$ cat src/rtl/tick_gen_pkg.sv
// tick_gen_pkg: shared defaults and helpers for the tick_gen divider bank.
package tick_gen_pkg;

    // Default channel counter/divisor width.
    localparam int TG_WIDTH_DEF  = 25;
    // Default number of independent divider channels.
    localparam int TG_NUM_CH_DEF = 4;

    // Width of the channel-select field; never narrower than one bit so a
    // single-channel build still has a usable Div_Sel port.
    function automatic int tg_sel_w(input int num_ch);
        return (num_ch > 1) ? $clog2(num_ch) : 1;
    endfunction

endpackage

$ cat src/rtl/tick_gen_ch.sv
// tick_gen_ch: one divider channel (divisor, counter, registered tick and
// optional square-wave toggle). The toggle flop exists only when
// TICK_GEN_TOGGLE_EN is defined; otherwise Toggle_o is tied low.
module tick_gen_ch
    import tick_gen_pkg::*;
#(
    parameter int               WIDTH   = TG_WIDTH_DEF,
    parameter logic [WIDTH-1:0] DIV_RST = '1
) (
    input  logic             Clk,
    input  logic             Rst,
    input  logic             Sync_Clr_i,
    input  logic             En_i,
    input  logic             Wr_i,
    input  logic [WIDTH-1:0] Div_Val_i,
    output logic             Tick_o,
    output logic             Toggle_o
);

    logic [WIDTH-1:0] div_q, div_d;
    logic [WIDTH-1:0] cnt_q, cnt_d;
    logic             tick_q, tick_d;
    logic             at_term;

    // Terminal count; a counter above the divisor simply keeps counting and
    // wraps through all ones, so it only ticks once it comes back to D.
    assign at_term = (cnt_q == div_q);

    // Next-state: write and phase-align both zero the counter and kill the tick;
    // otherwise an enabled channel counts modulo D+1.
    always_comb begin
        div_d  = div_q;
        cnt_d  = cnt_q;
        tick_d = 1'b0;
        if (Wr_i) begin
            div_d = Div_Val_i;
        end
        if (Wr_i || Sync_Clr_i) begin
            cnt_d = '0;
        end else if (En_i) begin
            cnt_d  = at_term ? '0 : cnt_q + WIDTH'(1);
            tick_d = at_term;
        end
    end

    // Channel state registers; reset wins over every other request.
    always_ff @(posedge Clk) begin
        if (Rst) begin
            div_q  <= DIV_RST;
            cnt_q  <= '0;
            tick_q <= 1'b0;
        end else begin
            div_q  <= div_d;
            cnt_q  <= cnt_d;
            tick_q <= tick_d;
        end
    end

    assign Tick_o = tick_q;

`ifdef TICK_GEN_TOGGLE_EN
    logic tog_q;

    // Square wave: flips on the same edge that raises Tick, giving 50% duty.
    always_ff @(posedge Clk) begin
        if (Rst) begin
            tog_q <= 1'b0;
        end else if (tick_d) begin
            tog_q <= ~tog_q;
        end
    end

    assign Toggle_o = tog_q;
`else
    assign Toggle_o = 1'b0;
`endif

endmodule

$ cat src/rtl/tick_gen.sv
// tick_gen: bank of NUM_CH programmable tick dividers. Top level decodes the
// divisor write and fans common controls out to the per-channel instances.
// Optional macro TICK_GEN_TOGGLE_EN enables the per-channel Toggle output.
module tick_gen
    import tick_gen_pkg::*;
#(
    parameter int               WIDTH   = TG_WIDTH_DEF,
    parameter int               NUM_CH  = TG_NUM_CH_DEF,
    parameter logic [WIDTH-1:0] DIV_RST = '1,
    localparam int              SEL_W   = tg_sel_w(NUM_CH)
) (
    input  logic              Clk,
    input  logic              Rst,
    input  logic              Sync_Clr,
    input  logic [NUM_CH-1:0] En,
    input  logic              Div_Wr,
    input  logic [SEL_W-1:0]  Div_Sel,
    input  logic [WIDTH-1:0]  Div_Val,
    output logic [NUM_CH-1:0] Tick,
    output logic [NUM_CH-1:0] Toggle
);

    logic [NUM_CH-1:0] wr_sel;

    // One-hot write decode; selects at or above NUM_CH match no channel and
    // are therefore dropped.
    always_comb begin
        wr_sel = '0;
        for (int i = 0; i < NUM_CH; i++) begin
            if (Div_Wr && (Div_Sel == SEL_W'(i))) begin
                wr_sel[i] = 1'b1;
            end
        end
    end

    for (genvar g = 0; g < NUM_CH; g++) begin : g_ch
        tick_gen_ch #(
            .WIDTH   (WIDTH),
            .DIV_RST (DIV_RST)
        ) u_ch (
            .Clk        (Clk),
            .Rst        (Rst),
            .Sync_Clr_i (Sync_Clr),
            .En_i       (En[g]),
            .Wr_i       (wr_sel[g]),
            .Div_Val_i  (Div_Val),
            .Tick_o     (Tick[g]),
            .Toggle_o   (Toggle[g])
        );
    end

endmodule

$ cat config.mk
export PLATFORM = sky130hd
export DESIGN_NAME = tick_gen
export DESIGN_NICKNAME = d
export VERILOG_FILES = /design/src/rtl/tick_gen_pkg.sv /design/src/rtl/tick_gen_ch.sv /design/src/rtl/tick_gen.sv
export SDC_FILE = /design/constraint.sdc
export NUM_CORES = 1
export LEC_CHECK = 0
export CAP_MARGIN = 20
export CORE_MARGIN = 3
export CORE_UTILIZATION = 35
export DETAILED_ROUTE_END_ITERATION = 6
export PLACE_DENSITY_LB_ADDON = 0.15
export SLEW_MARGIN = 40
export SYNTH_ARGS = -nofsm -noshare
export SYNTH_HDL_FRONTEND = slang
export SYNTH_HIERARCHICAL = 1
export SYNTH_SLANG_ARGS = --single-unit
$ cat constraint.sdc
create_clock -name Clk -period 2.6 [get_ports Clk]
set_input_delay 0.78 -clock Clk [delete_from_list [all_inputs] [get_ports Clk]]
set_output_delay 0.78 -clock Clk [all_outputs]
set_load 0.005 [all_outputs]
==> results_dict.tcl <==
set metrics [dict create \
    die-area_um2 29430 \
    dieHeight_um 171.5 \
    seq_area_frac_synth_pct 42.58 \
    ys_ff_latch 204 \
    cp_num_buf_inv 1 \
    syn-num-nets 1059 \
    critPathMaxStageDelay_ps 490 \
    grt_pass1_wl_um 36780 \
    cp_cell_sequence "clkdlybuf4s50_1" \
    wl_um 23180 \
    drive_above_1_share_pct 10.75 \
    overflow 0 \
    max_freq_ghz 0.4747 \
    holdPathStages 2 \
    hold_viol 0 \
    crit_required_ps 1820 \
    r2r_start "g_ch[0].u_ch/cnt_q[2]" \
    routed-via-count 6849 \
    numPortBuffers 38 \
    r2r-end "g_ch[0].u_ch/cnt_q[1]" \
    crit_slowest_cell "clkdlybuf4s50_1" \
    antenna_found_initial 0 \
    power_density_nw_per_um2 648.6 \
    rsz0062_at_grt "false" \
    cap_violations 0 \
    ir_worst_vdd_mv 0.4471 \
    crit_type "reg2out" \
    final.setup.tns_ps 0 \
    coreArea_um2 26500 \
    cts_setup_buffers 0 \
    drc 0 \
    status "completed" \
    syn_area_per_cell_um2 9.404 \
    final_cell_mix "204 x dfxtp_1, 136 x xnor2_1, 124 x nor2_1, 104 x nor2b_1, 100 x a211o_1" \
    viasPerCell 4.875 \
    start_util_pct 36.19 \
    ioPinCount 43 \
    r2r_cells 6 \
    startpoint_type "flip-flop" \
    syn_to_final_growth_pct 16.58 \
    numCtsBuffers 24 \
    critPathArrivalTime_ps 1330 \
    drv_slew 0 \
    layout_commonest_cell "dfxtp_1" \
    n_fill_cell 2635 \
    reg2reg_setup_slack_ps 730 \
    netlist_area_um2 9592 \
    finalClockSkew_ps 7.711 \
    cts_tree "yes" \
    drt-wirelength-per-cell_um 16.50 \
    cts_resized 0 \
    hpwl_um 15990 \
    period_minus_slack_ps 2107 \
    cts_max_level 1 \
    clockRootBuffer "clkbuf_16" \
    worstHoldStart "g_ch[3].u_ch/cnt_q[24]" \
    hold_buffers 0 \
    crit_fanout 1 \
    cts_buffer_depth 3 \
    post-route-period-util_pct 81.03 \
    ys_warn_count 6 \
    holdPathEnd "g_ch[3].u_ch/cnt_q[24]" \
    finalWeightedCongestion 0.7527 \
    placementRows 59 \
    ys_types 31 \
    post-route-util_pct 42.19 \
    setup_violations 0 \
    drtIter0Drc 361 \
    path_delay_family "buffers and inverters" \
    leakagePower_nw 3.584 \
    cp-end-kind "primary output" \
    die_x_um 171.5 \
    grt_max_degree 51 \
    grt_usage_pct 15.85 \
    hold_class "reg2reg" \
    first_pass_iters 4 \
    synthCells 1020 \
    clk_latency_ps 520 \
    path_clk_slew_ps 60 \
    postRouteAntennaNets 0 \
    nets 1091 \
    grt_pass1_vias 6734 \
    num_antenna_cells 0 \
    clock_sinks 204 \
]
## Yosys cell counts, drive strengths merged
master,n,share of area [%]
a211o,100,9.1
and2,4,0.26
and3,1,0.078
and3b,2,0.18
and4,12,1.1
buf,36,2.7
clkbuf,28,1.1
conb,4,0.16
dfxtp,204,43
ha,4,0.52
inv,20,0.78
mux2i,4,0.42
nand2,32,1.3
nand3,32,1.7
nand4,28,1.8
nor2,136,5.6
nor2b,104,6.8
nor3,32,1.7
nor3b,1,0.13
nor4,24,2.5
o21ai,4,0.68
or2,8,0.52
or4,4,0.47
xnor2,136,12
xor2,60,5.5
## state kept, by name, indices dropped and copies added (netlist names)
signal / flops
g_ch.u_ch/div_q: 100
g_ch.u_ch/cnt_q: 100
g_ch.u_ch/Tick_o: 4
## metrics by stage
stage | total power [W] | area, um^2 | hold slack (ps) | cells | worst slack, ps
floorplan | 0.003633 | 9592 | 504.7 | 1020 | 558.3
global placement | 0.003825 | 10350 | 533.1 | 1361 | 88.04
detailed placement | 0.003827 | 10350 | 530.3 | 1361 | 90.28
CTS | 0.007368 | 11180 | 554.6 | 1405 | 461.1
global route | 0.007538 | 11180 | 587.5 | 1405 | 430.1
finish | 0.007253 | 11180 | 546.8 | 1405 | 493.3
## cell families after synthesis
group | Yosys count | synth area share [%]
AND/OR/NAND/NOR | 420 | 24.03
flip-flops | 204 | 42.58
XOR/XNOR | 196 | 17.90
AO/OA/AOI/OAI | 104 | 9.810
buffers and inverters | 84 | 4.592
adder cells (fa/ha/maj) | 4 | 0.5218
other | 4 | 0.1565
multiplexers | 4 | 0.4174
## how the worst max path moves through the flow
stage                        startpoint                     end  cells past startpoint
global placement                  En[0]  g_ch[0].u_ch/cnt_q[24]                      7
CTS                 g_ch[2].u_ch/Tick_o                 Tick[2]                      1
finish              g_ch[0].u_ch/Tick_o                 Tick[0]                      1
floorplan                         En[0]  g_ch[0].u_ch/cnt_q[21]                      7
global route        g_ch[2].u_ch/Tick_o                 Tick[2]                      1
detailed placement                En[0]  g_ch[0].u_ch/cnt_q[24]                      7
## layout make-up
type / instances / area [um^2] / share of cell area (%)
Clock inverter: 11 / 118.9 / 1.063
Multi-Input combinational cell: 732 / 5076 / 45.40
Timing Repair Buffer: 70 / 693.2 / 6.199
Clock buffer: 33 / 715.7 / 6.400
Tap cell: 335 / 419.2 / 3.748
Inverter: 20 / 75.07 / 0.6714
Sequential cell: 204 / 4084 / 36.52
## metal layers
layer	vias to the layer above	wire length, um	global-route usage (%)
met5	-	0	0
met4	0	470	3.814
met3	35	802	2.206
met2	111	10150	25.00
met1	3200	11750	22.97
li1	3503	-	-
## power by group
group          total [W]  internal [W]  switching (W)
Clock            0.00350       0.00213        0.00137
Combinational   0.000483      0.000234       0.000249
Sequential       0.00328       0.00321      0.0000619
Power figures use the tool's default switching activity.
